File: config.mk
export PLATFORM = sky130hd
export DESIGN_NAME = scalar_mult_ctrl
export DESIGN_NICKNAME = d
export VERILOG_FILES = /design/src/rtl/ecc_ctrl_pkg.sv /design/src/rtl/scalar_op_issuer.sv /design/src/rtl/scalar_mult_ctrl.sv
export SDC_FILE = /design/constraint.sdc
export NUM_CORES = 1
export LEC_CHECK = 0
export ABC_AREA = 1
export BUFFER_PORTS_ARGS = -buffer_cell sky130_fd_sc_hd__buf_2
export CELL_PAD_IN_SITES_DETAIL_PLACEMENT = 0
export CELL_PAD_IN_SITES_GLOBAL_PLACEMENT = 1
export CORE_MARGIN = 2
export CORE_UTILIZATION = 43
export CTS_CLUSTER_SIZE = 30
export DETAILED_ROUTE_END_ITERATION = 10
export PLACE_DENSITY_LB_ADDON = 0.1
export SYNTH_ARGS = -nofsm -noshare
export SYNTH_HDL_FRONTEND = slang
export SYNTH_SLANG_ARGS = --single-unit
File: constraint.sdc
create_clock -name i_clk -period 3.4 [get_ports i_clk]
set_input_delay 0.34 -clock i_clk [delete_from_list [all_inputs] [get_ports i_clk]]
set_output_delay 0.34 -clock i_clk [all_outputs]
set_load 0.02 [all_outputs]
File: src/rtl/ecc_ctrl_pkg.sv
// Shared ECC control types: point-op selectors, sequencer states
// and the default scalar width (also used by key_shift).
package ecc_ctrl_pkg;

  localparam int KEY_BITS_DFLT = 32;

  localparam logic OP_DBL = 1'b0;
  localparam logic OP_ADD = 1'b1;

  typedef enum logic [3:0] {
    S_IDLE,
    S_CLR,
    S_FETCH,
    S_ADD,
    S_WAIT_ADD,
    S_DBL,
    S_WAIT_DBL,
    S_NEXT,
    S_WAIT_KEY,
    S_DONE
  } state_t;

endpackage

File: src/rtl/scalar_op_issuer.sv
// Point-op launcher: registers start/sel/dummy toward the point unit
// and turns the unit's done pulse into a completion strobe.
module scalar_op_issuer
  import ecc_ctrl_pkg::*;
(
  input  logic i_clk,
  input  logic i_rst,
  input  logic issue_i,
  input  logic sel_i,
  input  logic dummy_i,
  input  logic op_done_i,
  output logic op_start_o,
  output logic op_sel_o,
  output logic op_dummy_o,
  output logic cmpl_o
);

  logic start_q;
  logic sel_q;
  logic dummy_q;
  logic pend_q;

  // done in the launch cycle, or with nothing in flight, is dropped
  assign cmpl_o = pend_q & ~start_q & op_done_i;

  always_ff @(posedge i_clk or posedge i_rst) begin
    if (i_rst) begin
      start_q <= 1'b0;
      sel_q   <= OP_DBL;
      dummy_q <= 1'b0;
      pend_q  <= 1'b0;
    end else begin
      start_q <= issue_i;
      if (issue_i) begin
        sel_q   <= sel_i;
        dummy_q <= dummy_i;
        pend_q  <= 1'b1;
      end else if (cmpl_o) begin
        pend_q  <= 1'b0;
      end
    end
  end

  assign op_start_o = start_q;
  assign op_sel_o   = sel_q;
  assign op_dummy_o = dummy_q;

endmodule

File: src/rtl/scalar_mult_ctrl.sv
// LSB-first double-and-add sequencer for ECC scalar multiplication.
// SCALAR_MULT_CONST_TIME_EN: run a dummy ADD on zero key bits.
module scalar_mult_ctrl
  import ecc_ctrl_pkg::*;
#(
  parameter int KEY_BITS = KEY_BITS_DFLT
) (
  input  logic i_clk,
  input  logic i_rst,
  input  logic i_start,
  input  logic i_k_bit,
  input  logic i_key_ack,
  output logic o_key_clr,
  output logic o_key_next,
  output logic o_op_start,
  output logic o_op_sel,
  output logic o_op_dummy,
  input  logic i_op_done,
  output logic o_busy,
  output logic o_done
);

  localparam int CW = $clog2(KEY_BITS) + 1;
  localparam logic [CW-1:0] LAST = CW'(KEY_BITS - 1);

  state_t        state_q, state_d;
  logic [CW-1:0] cnt_q, cnt_d;
  logic          clr_q, clr_d;
  logic          next_q, next_d;
  logic          done_q, done_d;
  logic          busy_q;
  logic          issue, sel, dummy, cmpl;

  always_comb begin
    state_d = state_q;
    cnt_d   = cnt_q;
    clr_d   = 1'b0;
    next_d  = 1'b0;
    done_d  = 1'b0;
    issue   = 1'b0;
    sel     = OP_DBL;
    dummy   = 1'b0;
    unique case (state_q)
      S_IDLE: begin
        if (i_start) begin
          state_d = S_CLR;
          cnt_d   = '0;
          clr_d   = 1'b1;
        end
      end
      S_CLR: state_d = S_FETCH;
      S_FETCH: begin
        issue = 1'b1;
`ifdef SCALAR_MULT_CONST_TIME_EN
        state_d = S_ADD;
        sel     = OP_ADD;
        dummy   = ~i_k_bit;
`else
        state_d = i_k_bit ? S_ADD : S_DBL;
        sel     = i_k_bit ? OP_ADD : OP_DBL;
`endif
      end
      S_ADD: state_d = S_WAIT_ADD;
      S_WAIT_ADD: begin
        if (cmpl) begin
          state_d = S_DBL;
          issue   = 1'b1;
        end
      end
      S_DBL: state_d = S_WAIT_DBL;
      S_WAIT_DBL: begin
        if (cmpl) begin
          if (cnt_q == LAST) begin
            state_d = S_DONE;
            done_d  = 1'b1;
          end else begin
            state_d = S_NEXT;
            next_d  = 1'b1;
          end
        end
      end
      S_NEXT: begin
        state_d = S_WAIT_KEY;
        cnt_d   = cnt_q + CW'(1);
      end
      S_WAIT_KEY: if (i_key_ack) state_d = S_FETCH;
      S_DONE: state_d = S_IDLE;
      default: state_d = S_IDLE;
    endcase
  end

  always_ff @(posedge i_clk or posedge i_rst) begin
    if (i_rst) begin
      state_q <= S_IDLE;
      cnt_q   <= '0;
      clr_q   <= 1'b0;
      next_q  <= 1'b0;
      done_q  <= 1'b0;
      busy_q  <= 1'b0;
    end else begin
      state_q <= state_d;
      cnt_q   <= cnt_d;
      clr_q   <= clr_d;
      next_q  <= next_d;
      done_q  <= done_d;
      busy_q  <= (state_d != S_IDLE);
    end
  end

  scalar_op_issuer u_issuer (
    .i_clk      (i_clk),
    .i_rst      (i_rst),
    .issue_i    (issue),
    .sel_i      (sel),
    .dummy_i    (dummy),
    .op_done_i  (i_op_done),
    .op_start_o (o_op_start),
    .op_sel_o   (o_op_sel),
    .op_dummy_o (o_op_dummy),
    .cmpl_o     (cmpl)
  );

  assign o_key_clr  = clr_q;
  assign o_key_next = next_q;
  assign o_done     = done_q;
  assign o_busy     = busy_q;

endmodule

==> reports/results.tsv <==
metric	value	unit
core area	1900	µm²
adder-cell share of the synthesized area	1.48	%
Post-CTS Resized	0	
CP required	3.60	ns
XOR/XNOR Fraction of Synth Area	1.04	%
Max Slew Vio Count	0	
FF-to-FF path depth	8	
H-tree depth	1	
vias	661	
Largest Register	cnt_q	
sum of negative setup slack	0	ns
reg2reg end	o_busy$_DFF_PP0_	
post-route ant nets	0	
endpoints failing setup	0	
Synth Area in Simple Gates	31.2	%
P_leak	0.514	nW
Critical Path Sink	o_busy$_DFF_PP0_	
register bit total from synthesis	17	
largest family of logic cells by synthesized area	simple AND/OR/NAND/NOR gates	
Antenna diodes	0	
vias in the first global route	560	
Die W	48.3	µm
vias per inst	4.62	
initial antenna violation count	0	
CTS clock-pin slew for the worst setup and hold paths	0.11	ns
Synth Area in Compound Gates	6.82	%
crit share post-route	40.4	%
RSZ-0062 raised after global routing	false	
yosys warns	0	
Final Power	0.730	mW
Startpoint Class	register	
DRT iter0 DRCs	13	
Cell Pwr Density	764	nW/µm²
MaxCap Viol Count	0	
Clock Skew	0.0121	ns
largest net degree at the start of global routing	18	
Hold Violations, Final	0	
DP HPWL	1170	µm
WL/cell	10.6	µm
Critical Path Start	cnt_q[0]$_DFFE_PP0P_	
Layout area overhead	13.2	%
Syn Nets	109	
Slew HR	59.5	%
Initial Util	44.3	%
Worst Path Max Fanout	5	
Pre-antenna DRT Iters	6	
Layout Nets	124	
Total GRT Usage	14.9	%
Largest register FFs	6	
CP Class	register to register	
hold buffers post-CTS	0	
gpl congestion	0.789	
DRT Wirelength	1520	µm
crit path DAT	1.58	ns
Seq/Total Area, Yosys	50.4	%
mux cell area share after synthesis	0	%
die footprint	2330	µm²
status	completed	
IO Count	13	
first-pass GRT wire length	2390	µm
largest vdd supply drop	0.318	mV
Die H	48.3	µm
Clock Latency Late Sink	0.30	ns
Yosys cell types	22	
FMAX	728	MHz
largest registers	cnt_q: 6 flops, state_q: 4 flops	
CTS root buf	clkbuf_4	
setup bufs post-CTS	0	
# port buffers	11	
total gr overflow	0	
Tmin final	1.37	ns
Avg Cell Area, Syn	8.27	µm²
worst-margin pin slew	0.607	ns
CTS max path bufs	2	
share of post-route cells with drive strength above 1	24.1	%
CTS Sinks	17	
std cell rows	16	
number of remaining DRC errors	0	
FF-to-FF setup slack	2.03	ns
r2r startpoint	cnt_q[0]$_DFFE_PP0P_	
worst hold path class	primary input to async pin	
synthesized cell area	843	µm²
CTS tree	yes	
Syn Inst Count	102	
Worst Setup End Kind	register	
Inserted Clock Buffers	3	
## critical path, stage by stage, from the launching register on
cell	delay [ns]
dfrtp_1	0.42
ha_1	0.22
nand3_2	0.11
nor2_2	0.14
nand2_1	0.06
nand2_1	0.10
nand2_1	0.08
nor2_1	0.09
nand2_1	0.06
## layer usage
layer  up-vias  wire length, µm  GRT usage [%]
met5         -                0              0
met4         0               12           5.95
met3         2               54           3.70
met2        14              642           20.5
met1       294              806           22.2
li1        351                -              -
## cells in the mapped netlist
master | n | share of area (%)
o21ai_1 | 1 | 0.59
a21oi_1 | 3 | 1.8
dfrtp_1 | 17 | 50
nand3_2 | 4 | 4.7
a21o_1 | 1 | 0.89
buf_4 | 1 | 0.89
nor2_1 | 9 | 4.0
nand2_2 | 2 | 1.5
nand4_1 | 1 | 0.74
nor4_1 | 1 | 0.74
nor3_1 | 1 | 0.59
nand2_1 | 22 | 9.8
o21ai_2 | 1 | 1.0
conb_1 | 1 | 0.44
xor2_1 | 1 | 1.0
nand3_1 | 9 | 5.3
o22ai_1 | 1 | 0.74
o21ai_0 | 3 | 1.8
ha_1 | 1 | 1.5
inv_1 | 16 | 7.1
clkinv_2 | 1 | 0.59
nor2_2 | 5 | 3.7
## how the worst min path moves through the flow
stage	from	to	slack, ns
final	i_rst	cnt_q[2]$_DFFE_PP0P_	0.09
after floorplan	i_rst	cnt_q[0]$_DFFE_PP0P_	0.27
after global routing	i_rst	o_key_clr$_DFF_PP0_	0.15
after CTS	i_rst	cnt_q[3]$_DFFE_PP0P_	0.12
after detailed placement	i_rst	cnt_q[3]$_DFFE_PP0P_	0.45
after global placement	i_rst	cnt_q[3]$_DFFE_PP0P_	0.44
## report_power, final
group | leakage, nW | internal, mW | total, mW | switching, mW
logic | 0.279 | 0.0973 | 0.289 | 0.192
clock network | 0.0139 | 0.0448 | 0.111 | 0.0667
registers | 0.221 | 0.268 | 0.329 | 0.0607
total | 0.514 | 0.410 | 0.730 | 0.319
## cell usage in the layout (no fill, tap or decap), types with 2 or more instances in the layout
cell | netlist | routed
nand2_1 | 22 | 22
dfrtp_1 | 17 | 17
inv_1 | 16 | 16
buf_2 | 0 | 11
nor2_1 | 9 | 9
nand3_1 | 9 | 9
nor2_2 | 5 | 5
nand3_2 | 4 | 4
a21oi_1 | 3 | 3
o21ai_0 | 3 | 3
clkbuf_4 | 0 | 3
nand2_2 | 2 | 2
## layout make-up
type,count,area [µm²]
Sequential cell,17,425
Clock inverter,1,7.51
Multi-Input combinational cell,67,345
Inverter,17,65.1
Fill cell,186,947
Clock buffer,3,22.5
Timing Repair Buffer,11,55.1
Tap cell,27,33.8
## cell families after synthesis
group | Yosys count
compound gates | 10
xor+xnor | 1
fa+ha+maj | 1
buf+inv | 18
flops | 17
other cells | 1
simple gates | 54
## metrics by stage
step           utilization, %  cell area [µm²]  instances  hold slack [ns]  setup WS [ns]
5_1_grt                  50.2              955        143            0.150           1.89
4_1_cts                  50.2              955        143            0.116           2.03
6_report                 50.2              955        143           0.0919           2.03
2_1_floorplan               -              843        102            0.266           2.17
3_3_place_gp             48.6              925        139            0.444           2.07
3_5_place_dp             48.6              925        139            0.446           2.04
Power figures use the tool's default switching activity.
